===== src/rtl/bnn_pkg.sv =====
// -----------------------------------------------------------------------------
// bnn_pkg
// Shared definitions for the BNN PE-array top and its host-side stream
// sequencer: the sequencer FSM state encoding and the derived run-length
// constants (stream words N, popped psums P) as functions of the parameters.
// -----------------------------------------------------------------------------
package bnn_pkg;

   typedef enum logic [2:0] {
      ST_IDLE     = 3'd0,
      ST_PREFETCH = 3'd1,
      ST_STREAM   = 3'd2,
      ST_POP      = 3'd3,
      ST_FLUSH    = 3'd4
   } seq_state_e;

   // PREFETCH fills the read-data and output-register stages; FLUSH emits the
   // last result write and then the done cycle.
   localparam int PREFETCH_CYCLES = 2;
   localparam int FLUSH_CYCLES    = 2;

   // Words streamed per run: every group is O_CH weights then
   // OUT_ROW_LENGTH activations.
   function automatic int seq_stream_words(input int o_ch, input int i_ch,
                                           input int out_row_length);
      return i_ch * (o_ch + out_row_length);
   endfunction

   // Psums popped per run.
   function automatic int seq_pop_count(input int o_ch, input int out_row_length);
      return o_ch * out_row_length;
   endfunction

   // Width of a counter that must reach max(n, p) - 1.
   function automatic int seq_cnt_width(input int n, input int p);
      int m;
      m = (n > p) ? n : p;
      return (m > 2) ? $clog2(m) : 1;
   endfunction

endpackage


===== src/rtl/bnn_stream_sequencer_if.sv =====
// -----------------------------------------------------------------------------
// bnn_stream_sequencer_if
// Stream port between the sequencer (master) and the BNN PE array (slave).
//   data_out        : stream word (weight or activation)
//   load_weight_out : data_out carries a weight
//   in_valid_out    : data_out carries an activation
//   pop_out         : array must present one psum on sum_in this cycle
//   sum_in          : psum returned by the array, same cycle as pop_out
// -----------------------------------------------------------------------------
interface bnn_stream_sequencer_if #(
   parameter int DATA_W = 9,
   parameter int WIDTH  = 14
);
   logic [DATA_W-1:0] data_out;
   logic              load_weight_out;
   logic              in_valid_out;
   logic              pop_out;
   logic [WIDTH-1:0]  sum_in;

   modport master (
      output data_out, load_weight_out, in_valid_out, pop_out,
      input  sum_in
   );

   modport slave (
      input  data_out, load_weight_out, in_valid_out, pop_out,
      output sum_in
   );
endinterface


===== src/rtl/bnn_seq_addr_gen.sv =====
// -----------------------------------------------------------------------------
// bnn_seq_addr_gen
// Data-buffer read address generator for the stream sequencer. Holds the
// read-address counter and the offset within the current input-channel group,
// and classifies the word being read as weight or activation.
// Ports:
//   clk_in, rst_in : clock, asynchronous active-low reset
//   launch         : run accepted; first read (address 0) follows next cycle
//   rd_en, rd_addr : read strobe/address, addresses 0..N-1 on consecutive cycles
//   is_weight      : word at rd_addr is a weight (group offset < O_CH)
// -----------------------------------------------------------------------------
module bnn_seq_addr_gen
   import bnn_pkg::*;
#(
   parameter int O_CH           = 64,
   parameter int I_CH           = 3,
   parameter int OUT_ROW_LENGTH = 4,
   parameter int RD_AW          = 8
) (
   input  logic             clk_in,
   input  logic             rst_in,
   input  logic             launch,
   output logic             rd_en,
   output logic [RD_AW-1:0] rd_addr,
   output logic             is_weight
);

   localparam int N     = seq_stream_words(O_CH, I_CH, OUT_ROW_LENGTH);
   localparam int G     = O_CH + OUT_ROW_LENGTH;
   localparam int OFF_W = (G > 2) ? $clog2(G) : 1;

   localparam logic [RD_AW-1:0] RD_LAST  = RD_AW'(N - 1);
   localparam logic [OFF_W-1:0] OFF_LAST = OFF_W'(G - 1);
   localparam logic [OFF_W-1:0] OFF_WGT  = OFF_W'(O_CH);

   logic             en_q;
   logic [RD_AW-1:0] addr_q;
   logic [OFF_W-1:0] off_q;

   // Address counter stops at N-1; the group offset wraps at each group edge.
   always_ff @(posedge clk_in or negedge rst_in) begin
      if (!rst_in) begin
         en_q   <= 1'b0;
         addr_q <= '0;
         off_q  <= '0;
      end else if (launch) begin
         en_q   <= 1'b1;
         addr_q <= '0;
         off_q  <= '0;
      end else if (en_q) begin
         if (addr_q == RD_LAST) begin
            en_q <= 1'b0;
         end else begin
            addr_q <= addr_q + 1'b1;
            off_q  <= (off_q == OFF_LAST) ? '0 : off_q + 1'b1;
         end
      end
   end

   assign rd_en     = en_q;
   assign rd_addr   = en_q ? addr_q : '0;
   assign is_weight = (off_q < OFF_WGT);

endmodule


===== src/rtl/bnn_stream_sequencer.sv =====
// -----------------------------------------------------------------------------
// bnn_stream_sequencer
// Host-side driver for the BNN PE array. Reads the packed weight/activation
// image from the data buffer, replays it on the stream port as a gap-free
// stream, then pops every psum and writes it to the result buffer.
// Ports:
//   clk_in, rst_in       : clock, asynchronous active-low reset
//   start                : run request, sampled only when idle
//   busy, done           : run in progress / one-cycle completion pulse
//   rd_en, rd_addr       : data-buffer read; rd_data valid one cycle later
//   strm (master)        : stream port to the array (data/flags/pop/sum)
//   res_wr_en/addr/data  : result-buffer write port
//   checksum             : only with SEQ_CHECKSUM_EN defined; unsigned sum of
//                          all result words written in the current run
// Optional feature macro: SEQ_CHECKSUM_EN
// -----------------------------------------------------------------------------
module bnn_stream_sequencer
   import bnn_pkg::*;
#(
   parameter int O_CH           = 64,
   parameter int I_CH           = 3,
   parameter int OUT_ROW_LENGTH = 4,
   parameter int DATA_W         = 9,
   parameter int WIDTH          = 14,
   parameter int RD_AW          = 8,
   parameter int WR_AW          = 8
) (
   input  logic                   clk_in,
   input  logic                   rst_in,
   input  logic                   start,
   output logic                   busy,
   output logic                   done,
   output logic                   rd_en,
   output logic [RD_AW-1:0]       rd_addr,
   input  logic [DATA_W-1:0]      rd_data,
   bnn_stream_sequencer_if.master strm,
   output logic                   res_wr_en,
   output logic [WR_AW-1:0]       res_addr,
   output logic [WIDTH-1:0]       res_data
`ifdef SEQ_CHECKSUM_EN
   ,
   output logic [WIDTH+WR_AW-1:0] checksum
`endif
);

   localparam int N     = seq_stream_words(O_CH, I_CH, OUT_ROW_LENGTH);
   localparam int P     = seq_pop_count(O_CH, OUT_ROW_LENGTH);
   localparam int CNT_W = seq_cnt_width(N, P);

   localparam logic [CNT_W-1:0] PRE_LAST   = CNT_W'(PREFETCH_CYCLES - 1);
   localparam logic [CNT_W-1:0] N_LAST     = CNT_W'(N - 1);
   localparam logic [CNT_W-1:0] P_LAST     = CNT_W'(P - 1);
   localparam logic [CNT_W-1:0] FLUSH_LAST = CNT_W'(FLUSH_CYCLES - 1);
   localparam logic [WR_AW-1:0] WR_LAST    = WR_AW'(P - 1);

   seq_state_e       state, state_nxt;
   logic [CNT_W-1:0] cnt, cnt_nxt;
   logic             launch;
   logic             pop;

   always_ff @(posedge clk_in or negedge rst_in) begin
      if (!rst_in) begin
         state <= ST_IDLE;
         cnt   <= '0;
      end else begin
         state <= state_nxt;
         cnt   <= cnt_nxt;
      end
   end

   // cnt counts cycles spent in the current state.
   always_comb begin
      state_nxt = state;
      cnt_nxt   = cnt + 1'b1;
      launch    = 1'b0;
      case (state)
         ST_IDLE: begin
            cnt_nxt = '0;
            if (start) begin
               launch    = 1'b1;
               state_nxt = ST_PREFETCH;
            end
         end
         ST_PREFETCH: begin
            if (cnt == PRE_LAST) begin
               state_nxt = ST_STREAM;
               cnt_nxt   = '0;
            end
         end
         ST_STREAM: begin
            if (cnt == N_LAST) begin
               state_nxt = ST_POP;
               cnt_nxt   = '0;
            end
         end
         ST_POP: begin
            if (cnt == P_LAST) begin
               state_nxt = ST_FLUSH;
               cnt_nxt   = '0;
            end
         end
         ST_FLUSH: begin
            if (cnt == FLUSH_LAST) begin
               state_nxt = ST_IDLE;
               cnt_nxt   = '0;
            end
         end
         default: begin
            state_nxt = ST_IDLE;
            cnt_nxt   = '0;
         end
      endcase
   end

   assign busy = (state != ST_IDLE);
   assign done = (state == ST_FLUSH) && (cnt == FLUSH_LAST);
   assign pop  = (state == ST_POP);

   // ---- stage p0: read address issue ----
   logic is_weight_p0;

   bnn_seq_addr_gen #(
      .O_CH           (O_CH),
      .I_CH           (I_CH),
      .OUT_ROW_LENGTH (OUT_ROW_LENGTH),
      .RD_AW          (RD_AW)
   ) u_addr_gen (
      .clk_in    (clk_in),
      .rst_in    (rst_in),
      .launch    (launch),
      .rd_en     (rd_en),
      .rd_addr   (rd_addr),
      .is_weight (is_weight_p0)
   );

   // ---- stage p1: read data returning from the buffer ----
   logic vld_p1, wgt_p1;

   always_ff @(posedge clk_in or negedge rst_in) begin
      if (!rst_in) begin
         vld_p1 <= 1'b0;
         wgt_p1 <= 1'b0;
      end else begin
         vld_p1 <= rd_en;
         wgt_p1 <= is_weight_p0;
      end
   end

   // ---- stage p2: registered stream outputs ----
   logic [DATA_W-1:0] data_p2;
   logic              lw_p2, iv_p2;

   always_ff @(posedge clk_in or negedge rst_in) begin
      if (!rst_in) begin
         data_p2 <= '0;
         lw_p2   <= 1'b0;
         iv_p2   <= 1'b0;
      end else begin
         data_p2 <= vld_p1 ? rd_data : '0;
         lw_p2   <= vld_p1 &  wgt_p1;
         iv_p2   <= vld_p1 & ~wgt_p1;
      end
   end

   assign strm.data_out        = data_p2;
   assign strm.load_weight_out = lw_p2;
   assign strm.in_valid_out    = iv_p2;
   assign strm.pop_out         = pop;

   // ---- pop index: result address of the psum presented this cycle ----
   logic [WR_AW-1:0] wr_idx;

   always_ff @(posedge clk_in or negedge rst_in) begin
      if (!rst_in) begin
         wr_idx <= '0;
      end else if (launch) begin
         wr_idx <= '0;
      end else if (pop && (wr_idx != WR_LAST)) begin
         wr_idx <= wr_idx + 1'b1;
      end
   end

   // ---- stage w1: registered result write ----
   logic             vld_w1;
   logic [WR_AW-1:0] addr_w1;
   logic [WIDTH-1:0] data_w1;

   always_ff @(posedge clk_in or negedge rst_in) begin
      if (!rst_in) begin
         vld_w1  <= 1'b0;
         addr_w1 <= '0;
         data_w1 <= '0;
      end else begin
         vld_w1  <= pop;
         addr_w1 <= pop ? wr_idx : '0;
         data_w1 <= pop ? strm.sum_in : '0;
      end
   end

   assign res_wr_en = vld_w1;
   assign res_addr  = addr_w1;
   assign res_data  = data_w1;

`ifdef SEQ_CHECKSUM_EN
   // Holds its value after the last write until the next accepted start.
   always_ff @(posedge clk_in or negedge rst_in) begin
      if (!rst_in) begin
         checksum <= '0;
      end else if (launch) begin
         checksum <= '0;
      end else if (vld_w1) begin
         checksum <= checksum + (WIDTH+WR_AW)'(data_w1);
      end
   end
`endif

endmodule


===== src/flat_wrapper.sv =====
// flat-port wrapper written by rule: the top's interface ports become plain ports
module bnn_stream_sequencer_flat import bnn_pkg::*;
#(
   parameter int O_CH           = 64,
   parameter int I_CH           = 3,
   parameter int OUT_ROW_LENGTH = 4,
   parameter int DATA_W         = 9,
   parameter int WIDTH          = 14,
   parameter int RD_AW          = 8,
   parameter int WR_AW          = 8
)
  (clk_in, rst_in, start, busy, done, rd_en, rd_addr, rd_data, res_wr_en, res_addr, res_data, strm_data_out, strm_load_weight_out, strm_in_valid_out, strm_pop_out, strm_sum_in);
  bnn_stream_sequencer_if #(.DATA_W(DATA_W), .WIDTH(WIDTH)) strm_i ();
  input  logic clk_in;
  input  logic rst_in;
  input  logic start;
  output logic busy;
  output logic done;
  output logic rd_en;
  output logic [RD_AW-1:0] rd_addr;
  input  logic [DATA_W-1:0] rd_data;
  output logic res_wr_en;
  output logic [WR_AW-1:0] res_addr;
  output logic [WIDTH-1:0] res_data;
  output wire logic [$bits(strm_i.data_out)-1:0] strm_data_out;
  output wire logic [$bits(strm_i.load_weight_out)-1:0] strm_load_weight_out;
  output wire logic [$bits(strm_i.in_valid_out)-1:0] strm_in_valid_out;
  output wire logic [$bits(strm_i.pop_out)-1:0] strm_pop_out;
  input wire logic [$bits(strm_i.sum_in)-1:0] strm_sum_in;
  assign strm_data_out = strm_i.data_out;
  assign strm_load_weight_out = strm_i.load_weight_out;
  assign strm_in_valid_out = strm_i.in_valid_out;
  assign strm_pop_out = strm_i.pop_out;
  assign strm_i.sum_in = strm_sum_in;
  bnn_stream_sequencer #(.O_CH(O_CH), .I_CH(I_CH), .OUT_ROW_LENGTH(OUT_ROW_LENGTH), .DATA_W(DATA_W), .WIDTH(WIDTH), .RD_AW(RD_AW), .WR_AW(WR_AW)) u_core (.clk_in(clk_in), .rst_in(rst_in), .start(start), .busy(busy), .done(done), .rd_en(rd_en), .rd_addr(rd_addr), .rd_data(rd_data), .strm(strm_i), .res_wr_en(res_wr_en), .res_addr(res_addr), .res_data(res_data));
endmodule

===== config.mk =====
export PLATFORM = sky130hd
export DESIGN_NAME = bnn_stream_sequencer_flat
export DESIGN_NICKNAME = d
export VERILOG_FILES = /design/src/rtl/bnn_pkg.sv /design/src/rtl/bnn_stream_sequencer_if.sv /design/src/rtl/bnn_seq_addr_gen.sv /design/src/rtl/bnn_stream_sequencer.sv /design/src/flat_wrapper.sv
export SDC_FILE = /design/constraint.sdc
export NUM_CORES = 1
export LEC_CHECK = 0
export ABC_CLOCK_PERIOD_IN_PS = 2950
export BUFFER_PORTS_ARGS = -buffer_cell sky130_fd_sc_hd__buf_2
export CORE_AREA = 10 10 83 85
export CTS_BUF_LIST = sky130_fd_sc_hd__clkbuf_4
export DETAILED_ROUTE_END_ITERATION = 8
export DIE_AREA = 0 0 93 95
export PLACE_DENSITY = 0.85
export SYNTH_ARGS = -nofsm -noshare
export SYNTH_HDL_FRONTEND = slang
export SYNTH_HIERARCHICAL = 1
export SYNTH_SLANG_ARGS = --single-unit

===== constraint.sdc =====
create_clock -name clk_in -period 2.95 [get_ports clk_in]
set_clock_uncertainty 0.2 [all_clocks]
set_input_delay 0.1475 -clock clk_in [delete_from_list [all_inputs] [get_ports clk_in]]
set_output_delay 0.1475 -clock clk_in [all_outputs]
set_load 0.02 [all_outputs]

# Word level (Yosys, flattened, before mapping)
# Cells that the tools add are included.
# totals
output_inout_bits	46
register_bits	71
mem_count	0
latchBits	0
wordCells	75
input_bits	26
rom_bits	0
ramBits	0
# op_classes
n_mul	0
add_sub_neg	4
div_mod_pow	0
n_reduce_logical	9
magnitude_cmp	1
n_bitwise	3
n_mux	28
eq_ne	16
shift	0
# ops
cell	n
$mux W8	10
$mux W7	4
$add A8 B1 Y8 const B	3
$eq A8 B8 Y1 const B	3
$pmux W8 S3	1
$mux W3	5
$pmux W3 S5	1
$mux W14	1
$mux W9	1
$eq A8 B1 Y1 const B	1
$ne A2 B1 Y1 const B	4
$ne A8 B8 Y1 const B	1
$add A7 B1 Y7 const B	1
$eq A7 B7 Y1 const B	1
$lt A7 B7 Y1 const B	1
$eq A3 B2 Y1 const B	2
$mux W1	5
$reduce_and A5 Y1	1
$ne A2 B2 Y1 const B	2
$reduce_bool A2 Y1	2
$eq A3 B1 Y1 const B	1
$eq A3 B3 Y1 const B	1
$logic_not A3 Y1	1
$reduce_bool A3 Y1	1
5 further kinds	7

# Depth between registers and ports, before layout
# depth
word_depth	5
ltp_mapped	7
depth_no_buf	6

# Modules after synthesis
# The synthesis kept the hierarchy.
# by_module_without_submodules
module	area_per_inst_um2	n_inst	cells_each	seq_area_each_um2
bnn_stream_sequencer	2178.3	1	177	1376.3
bnn_seq_addr_gen	858.3	1	87	400.4

# Worst setup path after synthesis
# No wires, ideal clock.
# synth_path
path_type	register -> register
start	reg u_core.u_addr_gen.off_q[0]
end	reg u_core.u_addr_gen.off_q[0]
stages_incl_launch_ff	6
period_less_slack_ns	1.834
path_slack_ns	1.116
setup_time_ns	0.138
t_required_ns	2.612
n_path_buf	0
arrival_time_ns	1.496
cell_sequence	dfrtp_1 -> ha_1 -> inv_1 -> or4_1 -> o41ai_2 -> nor2_1
# synth_between
elab_chain_cells	5
elab_cells_between_ends	6
classes_between	add/sub (1); eq/ne (1); mux (4)
# synth_rtl
element	line_no	source
from (decl)	bnn_seq_addr_gen.sv:38	logic [OFF_W-1:0] off_q;
from (signal assigned)	bnn_seq_addr_gen.sv:55	off_q <= (off_q == OFF_LAST) ? '0 : off_q + 1'b1;
$add A7 B1 Y7 or $eq A7 B7 Y1 (tied branches)	bnn_seq_addr_gen.sv:55	
$mux W7 (*)	bnn_seq_addr_gen.sv:55	
$mux W7 (*)	bnn_seq_addr_gen.sv:51	if (addr_q == RD_LAST) begin
$mux W7 (*)	bnn_seq_addr_gen.sv:50	end else if (en_q) begin
$mux W7 (*)	bnn_seq_addr_gen.sv:46	end else if (launch) begin
# Every way passes the cells marked *; elsewhere a longest branch is shown, timed or not. The select of a mux whose other input is x is not followed.
# A chain may end at the register's enable or synchronous reset.

# Worst setup path after layout
# layout_path
start	reg u_core.state[2]
end	out strm_pop_out
# layout_between
elab_chain_cells	1
# layout_rtl
element	line_no	source
from (decl)	bnn_stream_sequencer.sv:56	seq_state_e state, state_nxt;
from (signal assigned)	bnn_stream_sequencer.sv:66	state <= state_nxt;
$eq A3 B2 Y1	bnn_stream_sequencer.sv:117	assign pop = (state == ST_POP);
to (decl)	flat_wrapper.sv:28	output wire logic [$bits(strm_i.pop_out)-1:0] strm_pop_out;
# No other way between the ends.

==> metrics.md <==
| Metric | Value |
|---|---|
| Run status | `finished clean` |
| Sequential area share after synthesis | `0.5851` |
| FFs w/ async S/R, synth | `1.000` |
| Port Buffer Count | `71` |
| RSZ-0062 raised after global routing | `false` |
| Mux share of post-synthesis cell area | `0.01319` |
| DP Wirelength | `4422 µm` |
| # fillers | `between 300 and 400` |
| Final setup fails | `0` |
| Antenna-violating nets left | `0` |
| Worst Setup Start Kind | `register` |
| Area of the multi-input gates | `1174 µm²` |
| Die footprint | `8835 µm²` |
| Period minus WS final | `around 2200 ps` |
| CP Cell Sequence | `and3b_1 -> buf_4 -> buf_2` |
| Largest area contributor in the synthesized netlist | `dfrtp_1` |
| TNS Setup | `0 ps` |
| CTS tree | `built` |
| CTS root buf | `clkbuf_4` |
| Die X-Extent | `93 µm` |
| Reg clk slew, reported paths | `110 ps` |
| Vias in the first global route | `2,380` |
| Crit path kind | `register to output pin` |
| Final Non-Filler Cells | `441` |
| Flip-flop and latch count after synthesis | `71` |
| Largest net degree at the start of global routing | `between 40 and 50` |
| Vias | `2,279` |
| Primary FF master, synth | `dfrtp_1` |
| Static Leak | `1.975 nW` |
| Nets | `approximately 400` |
| Initial Utilization | `0.5689` |
| Placed cells | `400` |
| Yosys cell types | `46` |
| Area delta synth->final | `27.11%` |
| DRC | `0` |
| H-tree levels | `3` |
| Initial antenna violation count | `0` |
| Setup crit end kind | `output pin` |
| # resized after CTS | `0` |
| Top post-synthesis cells by count | `dfrtp_1, and2_1, nor2_1, nand3_1, xor2_1` |
| Final Hold Vio Count | `0` |
| Worst skew pair latency | `approximately 400 ps` |
| CP arrival | `1860 ps` |
| Most common cell in the netlist | `dfrtp_1` |
| Sequential cell area | `1777 µm²` |
| Wire length of the first global-routing pass | `roughly 11,000 µm` |
| Mean number of vias per cell | `5.168` |
| Layout cells sized above 1 | `0.2737` |
| R2R cell count | `5` |
| CP max stage cell | `and3b_1` |
| Rows | `27` |
| Post-Syn Nets | `295` |
| XOR/XNOR share of the synthesized area | `0.04326` |
| CP peak stage delay | `540 ps` |
| Flop2flop setup slack | `about 870 ps` |
| Maximum capacitance violations | `0` |
| Main combinational cell family by area after synthesis | `simple AND/OR/NAND/NOR gates` |
| Yosys Warn Count | `6` |
| CTS sink cnt | `71` |
| VDD IR max | `about 0.24 mV` |
| Mapped cell area | `3037 µm²` |
| Global route total overflow | `0` |
| Worst r2r src | `u_core/u_addr_gen/addr_q[0]` |
| Post-Route WL | `6684 µm` |
| Post-synth EDFFs | `0` |
| Reg-to-reg endpoint | `u_core/u_addr_gen/off_q[0]` |
| Area contributors post-synth | `dfrtp_1, and2_1, xor2_1, nor2_1, nand3_1` |
| CP Data Required Time | `2600 ps` |
| GPL Wtd Cong | `0.8666` |
| I/O pins | `72` |
| Avg WL per Cell | `15.16 µm` |
| Dpl ws | `946.3 ps` |
| Worst Hold Class | `primary input to asynchronous set/reset pin` |
| FMAX | `452.4 MHz` |
| Post-Synth Adder-Cell Area | `0.02060` |
| Setup Fix Bufs, Post-CTS | `0` |
| Avg Inst Size Synth | `11.50 µm²` |
| Simple-gate share of the synthesized area | `0.2390` |
| Slew @ Worst Pin | `about 730 ps` |
| Mapped Cells | `264` |
| Pwr Density | `around 450 nW/µm²` |
| Final worst-path cycle share | `0.7492` |
| Pins Over Slew Limit | `0` |
| CTS buffer count | `9` |
| GRT Util Overall | `0.1572` |
| 1st-iter DRT viols | `~140` |
| Critical path fanouts, max | `16` |
| Relative slew margins | `0.5137` |
| Diode count | `0` |
| Min Hold Slack | `130.5 ps` |
| Core area | `5338 µm²` |
| # hold bufs at CTS | `25` |
| Die Ht | `about 95 µm` |
| TritonRoute pass-1 iters | `4` |
| Compound-gate portion of the synthesized area | `0.07046` |
| Synth top area share | `0.5851` |
| Clk buf depth | `2` |
| Setup ws final | `739.7 ps` |
-- cell families (layout without fill, tap and decap cells) --
kind of cell	after synthesis	after routing
buffers and inverters	16	121
muxes	4	4
AOI/OAI and AO/OA	30	30
adders and majority gates	5	5
xor gates and xnor gates	15	15
DFF	71	71
and+or+nand+nor	123	123
-- worst max-delay path: cells and delay by family (launching register included) --
kind / cells / cell delay, ps
DFF: 1 / 470
buffers and inverters: 2 / 450
and+or+nand+nor: 1 / 540
-- sequential cells by signal, summed over array words and instances, names as in the netlist, 3 cells and up --
register and count:
u_core/strm.data_out 9, u_core/res_data 14, u_core/res_addr 8, u_core/cnt 8
u_core/u_addr_gen/addr_q 8, u_core/wr_idx 8, u_core/state 3, u_core/u_addr_gen/off_q 7
-- per-stage QoR --
step | power (mW) | instance area (µm²) | util
after floorplan | 1.013 | 3037 | -
after global placement | 1.056 | 3450 | 0.6463
after detailed placement | 1.058 | 3450 | 0.6463
after CTS | 1.763 | 3860 | 0.7232
after global routing | 1.817 | 3860 | 0.7232
final | 1.740 | 3860 | 0.7232
-- per-layer routing --
layer,GRT usage,wire [µm]
met1,0.1719,2740
met2,0.2815,3496
met3,0.04362,364
met4,0.06555,83
met5,0,0
-- power breakdown --
part	internal (mW)	switching, mW
registers	0.979	0.00158
logic	0.0432	0.0398
clock network	0.351	0.326
total	1.37	0.367
-- layout by cell type (no fill, tap or decap), drive strengths merged, types with 5 or more instances in the layout --
cell | Yosys | routed
a21oi | 8 | 8
and2 | 40 | 40
and3 | 8 | 8
and4 | 6 | 6
buf | 4 | 73
clkbuf | 5 | 10
dfrtp | 71 | 71
dlygate4sd3 | 0 | 25
ha | 5 | 5
inv | 7 | 7
nand2 | 9 | 9
nand3 | 14 | 14
nor2 | 23 | 23
nor3 | 5 | 5
o21ai | 11 | 11
xor2 | 13 | 13
-- layout make-up --
type / instances / share of cell area
tap: 72 / 0.02334
sequential: 71 / 0.4603
clock buffer: 10 / 0.01945
timing repair buffer: 98 / 0.1640
multi-input combinational: 177 / 0.3041
clock inverter: 6 / 0.02204
inverter: 7 / 0.006807
-- worst max path at each step --
stage	from	endpoint	slack (ps)
floorplan	u_core/u_addr_gen/off_q[0]	u_core/u_addr_gen/off_q[0]	1120
global placement	u_core/state[0]	u_core/u_addr_gen/off_q[3]	980
detailed placement	u_core/u_addr_gen/addr_q[0]	u_core/u_addr_gen/off_q[0]	950
CTS	u_core/state[2]	strm_pop_out	710
global route	u_core/state[2]	strm_pop_out	620
finish	u_core/state[2]	strm_pop_out	740
(Power assumes the default switching activity.)
